File: src/rtl/tile_collision_detector.sv
// Accumulates ball-vs-tile pixel overlaps per frame and runs the gift-consume handshake; optional pixel counter under COLLISION_PIXEL_COUNT_EN.
// Latency: hit flags and frameCollisionValid appear one cycle after the startOfFrame edge; giftConsumeReq rises in that same cycle.
// Backpressure: none on the pixel stream; while a consume is pending, further gift frames are reported but their requests are dropped.
module tile_collision_detector #(
    parameter int TILE_COL_W  = 4,
    parameter int TILE_ROW_W  = 3,
    parameter int ACK_TIMEOUT = 255
`ifdef COLLISION_PIXEL_COUNT_EN
    ,
    parameter int COUNT_W     = 12
`endif
) (
    input  logic                  clk,
    input  logic                  resetN,
    input  logic                  startOfFrame,
    input  logic                  ballDrawingRequest,
    input  logic                  tileDrawingRequest,
    input  logic [1:0]            tileDrawingType,
    input  logic [TILE_COL_W-1:0] tileCol,
    input  logic [TILE_ROW_W-1:0] tileRow,
    output logic                  frameCollisionValid,
    output logic                  hitFloor,
    output logic                  hitGift,
    output logic                  hitHole,
    output logic                  giftConsumeReq,
    output logic [TILE_COL_W-1:0] giftCol,
    output logic [TILE_ROW_W-1:0] giftRow,
    input  logic                  giftConsumeAck,
    output logic                  consumeTimeout,
    output logic                  giftDropped
`ifdef COLLISION_PIXEL_COUNT_EN
    ,
    output logic [COUNT_W-1:0]    overlapCount
`endif
);

    typedef enum logic {ST_ACCUM, ST_CONSUME} state_t;

    localparam logic [11:0] ACK_LAST = 12'(ACK_TIMEOUT - 1);

    state_t                  state, state_nxt;
    logic                    floor_acc, gift_acc, hole_acc;
    logic [TILE_COL_W-1:0]   pend_col;
    logic [TILE_ROW_W-1:0]   pend_row;
    logic [11:0]             wait_cnt;
    logic                    start_consume, drop, timeout_hit;

    logic overlap, floor_ov, gift_ov, hole_ov;
    assign overlap  = ballDrawingRequest & tileDrawingRequest;
    assign floor_ov = overlap & ~tileDrawingType[1];
    assign gift_ov  = overlap & (tileDrawingType == 2'b10);
    assign hole_ov  = overlap & (tileDrawingType == 2'b11);

    assign giftConsumeReq = (state == ST_CONSUME);

    always_comb begin
        state_nxt     = state;
        start_consume = 1'b0;
        drop          = 1'b0;
        timeout_hit   = 1'b0;
        case (state)
            ST_ACCUM: begin
                if (startOfFrame && gift_acc) begin
                    state_nxt     = ST_CONSUME;
                    start_consume = 1'b1;
                end
            end
            ST_CONSUME: begin
                // ack takes priority over a timeout expiring in the same cycle
                if (giftConsumeAck) begin
                    state_nxt = ST_ACCUM;
                end else if (wait_cnt == ACK_LAST) begin
                    state_nxt   = ST_ACCUM;
                    timeout_hit = 1'b1;
                end
                if (startOfFrame && gift_acc)
                    drop = 1'b1;
            end
            default: state_nxt = ST_ACCUM;
        endcase
    end

    always_ff @(posedge clk) begin
        if (!resetN) begin
            state               <= ST_ACCUM;
            floor_acc           <= 1'b0;
            gift_acc            <= 1'b0;
            hole_acc            <= 1'b0;
            hitFloor            <= 1'b0;
            hitGift             <= 1'b0;
            hitHole             <= 1'b0;
            pend_col            <= '0;
            pend_row            <= '0;
            giftCol             <= '0;
            giftRow             <= '0;
            wait_cnt            <= '0;
            frameCollisionValid <= 1'b0;
            consumeTimeout      <= 1'b0;
            giftDropped         <= 1'b0;
        end else begin
            state               <= state_nxt;
            frameCollisionValid <= startOfFrame;
            consumeTimeout      <= timeout_hit;
            giftDropped         <= drop;

            // overlap seen on the SOF cycle already belongs to the new frame
            if (startOfFrame) begin
                hitFloor  <= floor_acc;
                hitGift   <= gift_acc;
                hitHole   <= hole_acc;
                floor_acc <= floor_ov;
                gift_acc  <= gift_ov;
                hole_acc  <= hole_ov;
            end else begin
                floor_acc <= floor_acc | floor_ov;
                gift_acc  <= gift_acc | gift_ov;
                hole_acc  <= hole_acc | hole_ov;
            end

            if (gift_ov && (startOfFrame || !gift_acc)) begin
                pend_col <= tileCol;
                pend_row <= tileRow;
            end

            if (start_consume) begin
                giftCol  <= pend_col;
                giftRow  <= pend_row;
                wait_cnt <= '0;
            end else if (state == ST_CONSUME) begin
                wait_cnt <= wait_cnt + 12'd1;
            end
        end
    end

`ifdef COLLISION_PIXEL_COUNT_EN
    logic [COUNT_W-1:0] pix_cnt;

    always_ff @(posedge clk) begin
        if (!resetN) begin
            pix_cnt      <= '0;
            overlapCount <= '0;
        end else if (startOfFrame) begin
            overlapCount <= pix_cnt;
            pix_cnt      <= overlap ? COUNT_W'(1) : '0;
        end else if (overlap && !(&pix_cnt)) begin
            pix_cnt <= pix_cnt + COUNT_W'(1);
        end
    end
`endif

endmodule

File: config.mk
export PLATFORM = sky130hd
export DESIGN_NAME = tile_collision_detector
export DESIGN_NICKNAME = d
export VERILOG_FILES = /design/src/rtl/tile_collision_detector.sv
export SDC_FILE = /design/constraint.sdc
export NUM_CORES = 1
export LEC_CHECK = 0
export BUFFER_PORTS_ARGS = -buffer_cell sky130_fd_sc_hd__buf_2
export CORE_AREA = 2 2 58 60
export DETAILED_ROUTE_END_ITERATION = 10
export DIE_AREA = 0 0 60 62
export PLACE_DENSITY = 0.7
export RECOVER_POWER = 100
export SYNTH_ARGS = -nofsm -noshare
export SYNTH_HDL_FRONTEND = slang
export SYNTH_SLANG_ARGS = --single-unit
File: constraint.sdc
create_clock -name clk -period 2.1 [get_ports clk]
set_clock_uncertainty 0.2 [all_clocks]
set_input_delay 0.21 -clock clk [delete_from_list [all_inputs] [get_ports clk]]
set_output_delay 0.21 -clock clk [all_outputs]
set_load 0.02 [all_outputs]
; ---- Yosys cells after proc, flatten, opt, wreduce, memory -nomap -nowiden
; Cells that the tools add are included.
[totals]
register_bits = 36
inputBits = 15
wordCells = 45
output_inout_bits = 14
[op_classes]
bitwise = 10
eq_ne = 3
mux = 9
n_addsub = 1
reduce_logical = 7
[op_table]
columns = op, n
row1 = $add A12 B1 Y12 const B, 1
row2 = $eq A12 B8 Y1 const B, 1
row3 = $mux W1, 8
row4 = $and A1 B1 Y1, 4
row5 = $eq A2 B2 Y1 const B, 2
row6 = $not A1 Y1, 3
row7 = $or A1 B1 Y1, 3
row8 = $reduce_or A3 Y1, 1
row9 = $logic_and A1 B1 Y1, 2
row10 = $pmux W1 S2, 1
row11 = $reduce_and A2 Y1, 1
row12 = $reduce_or A2 Y1, 1
row13 = $logic_not A1 Y1, 1
row14 = $logic_or A1 B1 Y1, 1

; ---- Depth between registers and ports, before layout
[logic_depth]
word_depth = 4
ltp_mapped = 5
mapped_depth_nobuf = 5

; ---- Worst setup path before layout
; Ideal clock, no wire load.
[synth_timing]
path_kind = reg2reg
from = register state, in the netlist giftConsumeReq
to = register wait_cnt[10]
t_required_ns = 1.828
synth_period_minus_slack_ns = 1.669
setup_time_ns = 0.072
arrival_time_ns = 1.397
setup_slack_ns = 0.431
path_buffers = 1
path_stages_with_launch = 5
path_cell_list = dfxtp_1 buf_4 nand4_2 or4_1 a21oi_1
[synth_via]
elab_chain_len = 2
[synth_lines]
columns = item, line
row1 = "start, declared", 41  ; state_t state, state_nxt;
row2 = "start signal, assigned", 101  ; state <= state_nxt;
row3 = $mux W1, 61  ; case (state)
row4 = $reduce_or A2 Y1 (no line), n/a
row5 = "end signal, assigned", 130  ; wait_cnt <= wait_cnt + 12'd1;
row6 = "end, declared", 45  ; logic [11:0] wait_cnt;
; Several ways; a longest one is shown, not always the timed one.
; A chain may end at the register's enable or synchronous reset.

; ---- Worst setup path after layout
[layout_timing]
from = register wait_cnt[0]
to = register wait_cnt[10]
[layout_via]
elab_chain_len = 1
[layout_lines]
columns = item, line
row1 = $add A12 B1 Y12, 130
; Every way passes these cells.

==> impl_metrics.yaml <==
layout:
  layout_common_cells: "dfxtp_1 (36), nand2_1 (19), mux2i_1 (19)"
  post_layout_nonfiller_instances: 241
  drive_above_1_share_pct: 12.3
  finalNetCount: 212
  antenna_cells: 0
  syn_to_final_growth_pct: 22.6
  final_common_cell: "dfxtp_1"
setup_path:
  endpoint_kind: "flip-flop"
  path_class: "flip-flop to flip-flop"
  start_kind: "flip-flop"
  worstPathRequired_ns: 2.16
  slowest_delay_ns: 0.57
  critPathSlowestCell: "or4_1"
  path_cells: "ha_1 -> nand4_1 -> or4_1 -> a21oi_1"
  worst_ep_arrival_time_ns: 1.95
  worst-path-max-fanout: 7
sta:
  fin_tns_setup_ns: 0
  period_minus_slack_ns: 1.89
  rsz0062_at_grt: "false"
  setup_viol: 0
  finalCritPeriodShare_pct: 90.2
  slew_headroom_pct: 38.5
  slew_viol_final: 0
  clock.fmax_ghz: 0.528
  finalHoldViolations: 0
  worstMarginPinSlew_ns: 0.922
grt:
  top_usage_layer: "met2"
  first_global_vias: 1161
  grtUsageMet1_pct: 22.3
  grt_max_degree: 24
  grt_use_total_pct: 18.6
  grt.overflow.total: 0
  grt.met2_usage_pct: 31.8
  grt_pass1_wl_mm: 5.11
  antenna_found_initial: 0
  grt.met3_usage_pct: 5.59
job:
  drv_cap: 0
cts:
  cts_buffer_depth: 2
  h-tree-depth: 2
  numCtsBuffers: 5
  cts_tree: "done"
  clk-insertion-delay-late_ns: 0.33
  post_cts_buffers: 0
  clkTransAtPathRegs_ns: 0.10
  clock-root-buffer: "clkbuf_4"
  clock_sink_count: 36
drt:
  vias_per_cell: 4.93
  wl_per_cell_um: 12.4
  detail_route.iter0.violations: 51
  first_pass_iters: 4
  drc: 0
  postRouteAntennaNets: 0
  drt_wl_total_mm: 2.98
  routed-via-count: 1188
pwr:
  p_per_area_nw_per_um2: 656
  ir_worst_vdd_mv: 0.335
  leakage_nw: 0.716
floorplan:
  chipHeight_um: 62
  die_w_um: 60
  io_pins: 29
  design.core.area_um2: 3180
  die_area_um2: 3720
  start_util_pct: 46.0
  num_rows: 21
hold_path:
  hold_path.class: "input port to flip-flop"
placement:
  gp_congestion: 0.834
  io_buffers: 28
  place_inst: 222
  dp_hpwl_mm: 1.97
yosys:
  syn_avg_cell_area_um2: 9.62
  synth-seq-area-share_pct: 49.3
  synth_edf_count: 0
  synth_cell_types: 32
  synth_warnings: 0
  synthArstFlopShare_pct: 0
  syn_inst: 152
  synth.net_count: 169
  synthFlopType: "dfxtp_1"
  synth-seq-cells: 36
  syn_area_um2: 1460
run_status:
  outcome: "finished, final reports clean"
-- sequential cells by signal, summed over array words and instances (netlist names) --
name                 count
gift_acc                 1
floor_acc                1
giftDropped              1
pend_row                 3
hitFloor                 1
giftCol                  4
hitHole                  1
giftRow                  3
consumeTimeout           1
giftConsumeReq           1
hole_acc                 1
hitGift                  1
wait_cnt                12
pend_col                 4
frameCollisionValid      1
-- worst paths after layout --
path                                  from                        endpoint  slack [ns]  cells past startpoint
hold / removal                startOfFrame  frameCollisionValid$_SDFF_PN0_        0.04                      2
setup reg to reg  wait_cnt[0]$_SDFFE_PP0P_       wait_cnt[10]$_SDFFE_PP0P_        0.21                      4
hold reg to reg   pend_col[2]$_SDFFE_PN0P_        pend_col[2]$_SDFFE_PN0P_        0.26                      2
setup / recovery  wait_cnt[0]$_SDFFE_PP0P_       wait_cnt[10]$_SDFFE_PP0P_        0.21                      4
-- cell usage after synthesis (2+ instances only) --
master    instances  share of area, %
a21oi_1           7               2.4
buf_2             3               1.0
clkbuf_1          2              0.51
dfxtp_1          36                49
ha_1              2               1.7
inv_1             4               1.0
mux2i_1          19                13
nand2_1          19               4.9
nand2b_1          2              0.86
nand3_1           4               1.4
nand3b_1          5               2.6
nand4_2           3               2.6
nor2_1           16               4.1
nor4_1            3               1.3
o21ai_1           2              0.68
o31ai_1           3               1.5
or3_1             3               1.3
or4_1             3               1.5
xnor2_1           3               1.8
-- critical path: cells and delay by family (launching register included) --
| kind | cells | cell delay, ns |
|---|---|---|
| AO/OA/AOI/OAI | 1 | 0.15 |
| adder cells (fa/ha/maj) | 1 | 0.20 |
| flip-flops | 1 | 0.43 |
| AND/OR/NAND/NOR | 2 | 0.84 |
-- logic make-up (layout without fill, tap and decap cells) --
kind of cell / Yosys count / in the layout / synth area share, %
AND/OR/NAND/NOR: 65 / 65 / 24.2
flip-flops: 36 / 36 / 49.3
multiplexers: 19 / 19 / 13.0
AO/OA/AOI/OAI: 15 / 15 / 6.07
buffers and inverters: 11 / 54 / 3.34
XOR/XNOR: 4 / 4 / 2.40
adder cells (fa/ha/maj): 2 / 2 / 1.71
-- repair_timing --
item                      in CTS  in global routing
resized for setup              0                  0
hold buffers                  12                  0
hold endpoints to repair      10                  0
-- area by class of cell --
type                            count  area, µm²
Sequential cell                    36        721
Tap cell                           46       57.6
Multi-Input combinational cell    105        681
Timing Repair Buffer               42        250
Fill cell                         297       1390
Clock buffer                        7       65.1
Inverter                            5       18.8
-- metrics by stage --
step                hold WS (ns)  worst slack (ns)  utilization [%]  total power [W]  area (µm²)
detailed placement         0.253             0.321             51.8         0.000770        1650
floorplan                  0.143             0.431                -         0.000745        1460
finish                    0.0364             0.206             56.4          0.00118        1790
CTS                       0.0226             0.285             57.6          0.00119        1830
global route              0.0257             0.114             56.4          0.00123        1790
global placement           0.241             0.382             51.8         0.000767        1650
-- power by group --
part	switching, W	total [W]	internal, W	leakage (nW)
sequential	0.00000423	0.000694	0.000690	0.291
combinational	0.0000376	0.0000735	0.0000359	0.388
clock	0.000219	0.000409	0.000190	0.0374
-- routing by layer --
| metal | vias up | wire, µm |
|---|---|---|
| met4 | 0 | 25 |
| met3 | 2 | 108 |
| met2 | 28 | 1480 |
| met1 | 546 | 1370 |
| li1 | 612 | - |
| met5 | - | 0 |
Power figures use the tool's default switching activity.
